===== src/rtl/rr_onehot_arbiter_if.sv =====
// Request/grant bundle between N requesters, the round-robin arbiter and the
// consumer that owns grant release.
//
// Handshake: the arbiter presents a grant by raising gnt_valid_o with a
// one-hot gnt_o and its index gnt_idx_o. The grant stays frozen until the
// consumer raises ack_i; a grant is released exactly at a rising clk edge
// where gnt_valid_o=1 and ack_i=1. ack_i while gnt_valid_o=0 has no meaning
// and is ignored. req_i bits are level requests and may change at any time.
interface rr_onehot_arbiter_if #(
    parameter int N    = 4,
    parameter int IDXW = $clog2(N)
);
    logic [N-1:0]    req_i;
    logic            ack_i;
    logic [N-1:0]    gnt_o;
    logic            gnt_valid_o;
    logic [IDXW-1:0] gnt_idx_o;
    logic [IDXW-1:0] ptr_o;
    logic            state_o;     // FSM state for observation: 0=IDLE, 1=GRANT

    // Requesters/consumer side: drives requests and acknowledges grants.
    modport master (
        output req_i, ack_i,
        input  gnt_o, gnt_valid_o, gnt_idx_o, ptr_o, state_o
    );

    // Arbiter side.
    modport slave (
        input  req_i, ack_i,
        output gnt_o, gnt_valid_o, gnt_idx_o, ptr_o, state_o
    );
endinterface


===== src/rtl/rr_onehot_arbiter.sv =====
// Round-robin arbiter producing a registered, sticky one-hot grant.
// The grant holds until acknowledged; on acknowledge the priority pointer
// moves past the served requester and the next grant is loaded in the same
// cycle, with the just-served requester excluded from that one search.
module rr_onehot_arbiter #(
    parameter  int N    = 4,
    localparam int IDXW = $clog2(N)
) (
    input logic                clk,
    input logic                reset,
    rr_onehot_arbiter_if.slave bus
);

    typedef enum logic {
        IDLE  = 1'b0,
        GRANT = 1'b1
    } state_t;

    state_t          state_q, state_d;
    logic [N-1:0]    gnt_q, gnt_d;
    logic            valid_q, valid_d;
    logic [IDXW-1:0] idx_q, idx_d;
    logic [IDXW-1:0] ptr_q, ptr_d;

    logic [IDXW-1:0] next_ptr;
    logic [IDXW:0]   pick;

    // First set bit of r, scanning start, start+1, ... modulo N.
    // Returns {found, index}.
    function automatic logic [IDXW:0] find_first(input logic [N-1:0] r,
                                                 input logic [IDXW-1:0] start);
        logic            found;
        logic [IDXW-1:0] idx;
        int              k;
        found = 1'b0;
        idx   = '0;
        for (int i = 0; i < N; i++) begin
            k = int'(start) + i;
            if (k >= N) k = k - N;
            if (!found && r[k]) begin
                found = 1'b1;
                idx   = IDXW'(k);
            end
        end
        return {found, idx};
    endfunction

    // Next-state logic: fresh search in IDLE, release-and-reload on ack in GRANT.
    always_comb begin
        state_d  = state_q;
        gnt_d    = gnt_q;
        valid_d  = valid_q;
        idx_d    = idx_q;
        ptr_d    = ptr_q;
        next_ptr = (idx_q == IDXW'(N - 1)) ? '0 : idx_q + 1'b1;
        pick     = '0;

        case (state_q)
            IDLE: begin
                pick = find_first(bus.req_i, ptr_q);
                if (pick[IDXW]) begin
                    state_d = GRANT;
                    valid_d = 1'b1;
                    idx_d   = pick[IDXW-1:0];
                    gnt_d   = {{(N-1){1'b0}}, 1'b1} << pick[IDXW-1:0];
                end
            end
            GRANT: begin
                if (bus.ack_i) begin
                    ptr_d = next_ptr;
                    // The served requester sits out this one search only.
                    pick  = find_first(bus.req_i & ~gnt_q, next_ptr);
                    if (pick[IDXW]) begin
                        valid_d = 1'b1;
                        idx_d   = pick[IDXW-1:0];
                        gnt_d   = {{(N-1){1'b0}}, 1'b1} << pick[IDXW-1:0];
                    end else begin
                        state_d = IDLE;
                        valid_d = 1'b0;
                        idx_d   = '0;
                        gnt_d   = '0;
                    end
                end
            end
            default: begin
                state_d = IDLE;
                valid_d = 1'b0;
                idx_d   = '0;
                gnt_d   = '0;
            end
        endcase
    end

    // FSM state and registered outputs; reset clears everything, even mid-grant.
    always_ff @(posedge clk) begin
        if (reset) begin
            state_q <= IDLE;
            gnt_q   <= '0;
            valid_q <= 1'b0;
            idx_q   <= '0;
            ptr_q   <= '0;
        end else begin
            state_q <= state_d;
            gnt_q   <= gnt_d;
            valid_q <= valid_d;
            idx_q   <= idx_d;
            ptr_q   <= ptr_d;
        end
    end

    assign bus.gnt_o       = gnt_q;
    assign bus.gnt_valid_o = valid_q;
    assign bus.gnt_idx_o   = idx_q;
    assign bus.ptr_o       = ptr_q;
    assign bus.state_o     = (state_q == GRANT);

endmodule


===== src/flat_wrapper.sv =====
// flat-port wrapper written by rule: the top's interface ports become plain ports
module rr_onehot_arbiter_flat 
#(
    parameter  int N    = 4,
    localparam int IDXW = $clog2(N)
)
  (clk, reset, bus_req_i, bus_ack_i, bus_gnt_o, bus_gnt_valid_o, bus_gnt_idx_o, bus_ptr_o, bus_state_o);
  rr_onehot_arbiter_if #(.N(N)) bus_i ();
  input logic clk;
  input logic reset;
  input wire logic [$bits(bus_i.req_i)-1:0] bus_req_i;
  input wire logic [$bits(bus_i.ack_i)-1:0] bus_ack_i;
  output wire logic [$bits(bus_i.gnt_o)-1:0] bus_gnt_o;
  output wire logic [$bits(bus_i.gnt_valid_o)-1:0] bus_gnt_valid_o;
  output wire logic [$bits(bus_i.gnt_idx_o)-1:0] bus_gnt_idx_o;
  output wire logic [$bits(bus_i.ptr_o)-1:0] bus_ptr_o;
  output wire logic [$bits(bus_i.state_o)-1:0] bus_state_o;
  assign bus_i.req_i = bus_req_i;
  assign bus_i.ack_i = bus_ack_i;
  assign bus_gnt_o = bus_i.gnt_o;
  assign bus_gnt_valid_o = bus_i.gnt_valid_o;
  assign bus_gnt_idx_o = bus_i.gnt_idx_o;
  assign bus_ptr_o = bus_i.ptr_o;
  assign bus_state_o = bus_i.state_o;
  rr_onehot_arbiter #(.N(N)) u_core (.clk(clk), .reset(reset), .bus(bus_i));
endmodule

===== config.mk =====
export PLATFORM = sky130hd
export DESIGN_NAME = rr_onehot_arbiter_flat
export DESIGN_NICKNAME = d
export VERILOG_FILES = /design/src/rtl/rr_onehot_arbiter_if.sv /design/src/rtl/rr_onehot_arbiter.sv /design/src/flat_wrapper.sv
export SDC_FILE = /design/constraint.sdc
export NUM_CORES = 1
export LEC_CHECK = 0
export ABC_AREA = 1
export BUFFER_PORTS_ARGS = -buffer_cell sky130_fd_sc_hd__buf_2
export CAP_MARGIN = 10
export CORE_MARGIN = 1.5
export CORE_UTILIZATION = 45
export CTS_CLUSTER_DIAMETER = 60
export DETAILED_ROUTE_END_ITERATION = 12
export PLACE_DENSITY = 0.77
export REMOVE_ABC_BUFFERS = 1
export SLEW_MARGIN = 20
export SYNTH_ARGS = -nofsm -noshare
export SYNTH_HDL_FRONTEND = slang
export SYNTH_SLANG_ARGS = --single-unit

===== constraint.sdc =====
create_clock -name clk -period 5.3 [get_ports clk]
set_input_delay 0.53 -clock clk [delete_from_list [all_inputs] [get_ports clk]]
set_output_delay 0.53 -clock clk [all_outputs]
set_load 0.1 [all_outputs]

==> summary.txt <==
Worst setup path
  • Crit Path Class: reg -> reg
  • Critical path origin: u_core.bus.gnt_idx_o[0]
  • FF-to-FF Start: u_core.bus.gnt_idx_o[0]
  • Crit path capture type: register
  • Worst endpoint required time: 5500 ps
  • Worst-path fanout max: 6
  • Reg-to-reg slack, setup: 3290 ps
  • Crit-path max cell delay: 480 ps
  • Most used cell along the critical path: nand2_1
  • Setup crit start kind: register
  • Critical path cell sequence: ha_1 -> inv_1 -> nand2_2 -> nand2_1 -> nand2_1 -> nand2_1 -> nand2_2 -> inv_2 -> a21oi_1 -> nand2_1 -> nand2_1 -> nand3_1 -> a21oi_1
  • Worst EP arrival: 2200 ps
  • Worst R2R End: u_core.bus.gnt_o[2]
  • Cells on worst reg2reg path: 13
  • CP max stage cell: dfxtp_1

Placed design
  • Placed cell count: 225
  • DP HPWL: 1952 um
  • Post-place instance area: 1125 sq um
  • GPL Wtd Cong: 0.8927
  • Buffers on Ports: 16
  • Placement Setup Slack: 3300 ps

Hold path
  • Hold path depth: 2
  • WHS Endpoint: u_core.bus.gnt_valid_o
  • Hold path startpoint: reset
  • Tightest Hold Check Type: in -> reg

Timing
  • RSZ-0062 raised after global routing: false
  • Final hold violation count: 0
  • Slew Limit Fails: 0
  • Final WS setup: 3295 ps
  • Fmax achieved: 498.7 MHz
  • Max_slew headroom: 0.6600
  • Period utilization: 0.3784
  • Total negative slack: 0 ps
  • Worst Tran Pin Value: 509.2 ps
  • Fin crit period: 2005 ps
  • # setup viols final: 0
  • Clock skew: 2.509 ps

Die
  • Chip Width: 51.07 um
  • Chip Height: 51.07 um
  • DIE AREA: 2608 sq um
  • Initial core utilization: 0.4746
  • Core ar.: 2191 sq um
  • I/O Pins: 17
  • Rows: 17

Finish
  • Post-route cell area: 1161 sq um
  • Antenna diodes: 0
  • Layout cell share with drive strength beyond 1: 0.2388
  • Fin cells: 229
  • Final-layout fill cell count: 231
  • Area Growth Syn to Fin: 11.67%
  • Final net count: 210

Routing
  • DRT Wirelength: 2434 um
  • 1st-iter DRT viols: 58
  • Avg Vias per Cell: 5.100
  • Antenna viol nets, final: 0
  • DR WL/cell: 10.63 um
  • DR DRC count: 0
  • Vias: 1168
  • Pre-antenna DRT Iters: 4

GRT
  • Gr ovfl total: 0
  • Vias in the first global route: 995
  • GR Util All Layers: 0.2085
  • Global-route wire length before repair: 4250 um
  • Largest net degree at the start of global routing: 13
  • Initial antenna violation count: 0

Clocking
  • Clock Pin Slew Worst Setup and Hold Paths: 70 ps
  • Later-pin clock latency in the skew report: 270 ps
  • TritonCTS clock tree: done
  • CTS H-tree depth: 1
  • CTS Buf Count: 3
  • Sink Count: 10
  • Clock root buffer: clkbuf_4
  • Post-CTS resize count: 0
  • Quantity of hold-fixing buffers added after cts: 0
  • Max clock buf depth: 2
  • Post-CTS Setup Bufs: 0

Power
  • Power Density: 598.7 nW/um^2
  • Leak: 0.6356 nW
  • Max IR drop VDD: 0.3697 mV

Logic synthesis
  • Seq/Total Area, Yosys: 0.1925
  • Cells after Synth: 184
  • YS warnings: 0
  • Yosys cell types: 19
  • Synthesized area: 1040 sq um
  • Mean Syn Cell Area: 5.651 sq um
  • Seq cells post-synth: 10

Job
  • MaxCap Viol Count: 0

Run status
  • Outcome: completed
==> state kept, by name, indices dropped and copies added, names as in the netlist <==
name / count
u_core.bus.ptr_o: 2
u_core.bus.state_o: 1
u_core.bus.gnt_idx_o: 2
u_core.bus.gnt_o: 4
u_core.bus.gnt_valid_o: 1
==> worst max path at each step <==
stage,endpoint
after floorplan,u_core.bus.gnt_o[2]
after global placement,u_core.bus.gnt_o[1]
after detailed placement,u_core.bus.gnt_o[2]
after CTS,u_core.bus.gnt_o[2]
after global routing,u_core.bus.gnt_o[2]
final,u_core.bus.gnt_o[2]
==> layer usage <==
metal | vias to the layer above | share of wire | global-route usage | wire length [um]
li1 | 628 | - | - | -
met1 | 508 | 0.53 | 0.3047 | 1286
met2 | 30 | 0.42 | 0.3203 | 1016
met3 | 2 | 0.051 | 0.04386 | 123
met4 | 0 | 0.0029 | 0.02703 | 7
met5 | - | 0 | 0 | 0
==> final cells by class <==
type	count	area, sq um	share of cell area
clock buffers	4	36.28	0.03125
inverters	22	82.58	0.07112
multi-input cells	149	726.9	0.6261
flip-flops and latches	10	200.2	0.1724
well taps	28	35.03	0.03017
repair buffers	16	80.08	0.06897
==> report_power, final <==
group          switching [mW]  total, mW  internal, mW
clock                  0.0268     0.0686        0.0417
sequential             0.0245      0.119        0.0943
combinational           0.382      0.508         0.125
==> cells in the mapped netlist <==
library cell	number	share of area
o21ai_0	7	0.034
nand3_2	3	0.029
a21oi_1	9	0.043
o21ai_1	4	0.019
nand2_2	15	0.090
or2_1	1	0.0060
nor2_1	9	0.032
nand3_1	16	0.077
a31oi_1	4	0.024
nor2_4	2	0.022
ha_1	1	0.012
dfxtp_1	10	0.19
nand2_4	2	0.022
inv_1	16	0.058
nand4_1	6	0.036
inv_2	6	0.022
nand2_1	70	0.25
buf_6	2	0.022
buf_4	1	0.0072
==> placed cells by master, fill, tap and decap left out <==
cell type and count:
a31oi_1 4, nand4_1 6, or2_1 1, nor2_4 2, o21ai_1 4, clkbuf_8 1
inv_2 6, buf_2 16, inv_1 16, nand2_2 15, dfxtp_1 10, nand2_1 70
o21ai_0 7, ha_1 1, clkbuf_4 3, nor2_1 9, nand2_4 2, nand3_1 16
nand3_2 3, a21oi_1 9
==> cell families (layout without fill, tap and decap cells) <==
| family | count (synthesis) | after routing | share of synthesized area |
|---|---|---|---|
| DFF | 10 | 10 | 0.1925 |
| buffers and inverters | 25 | 42 | 0.1083 |
| adders and majority gates | 1 | 1 | 0.01203 |
| and+or+nand+nor | 124 | 124 | 0.5668 |
| AOI/OAI and AO/OA | 24 | 24 | 0.1203 |
==> worst max-delay path, delay by kind of cell (launching register included) <==
kind | cells | cell delay, ps
AOI/OAI and AO/OA | 2 | 270
DFF | 1 | 480
buffers and inverters | 2 | 100
and+or+nand+nor | 8 | 780
adders and majority gates | 1 | 300
==> metrics by stage <==
step                utilization  power (mW)  hold slack (ps)
CTS                      0.5300      0.6934            443.2
global placement         0.5134      0.6249            473.8
floorplan                     -      0.5403            599.1
finish                   0.5300      0.6951            445.4
detailed placement       0.5134      0.6231            481.9
global route             0.5300      0.7577            449.0
Note: power is estimated with default switching activity, not from simulation.
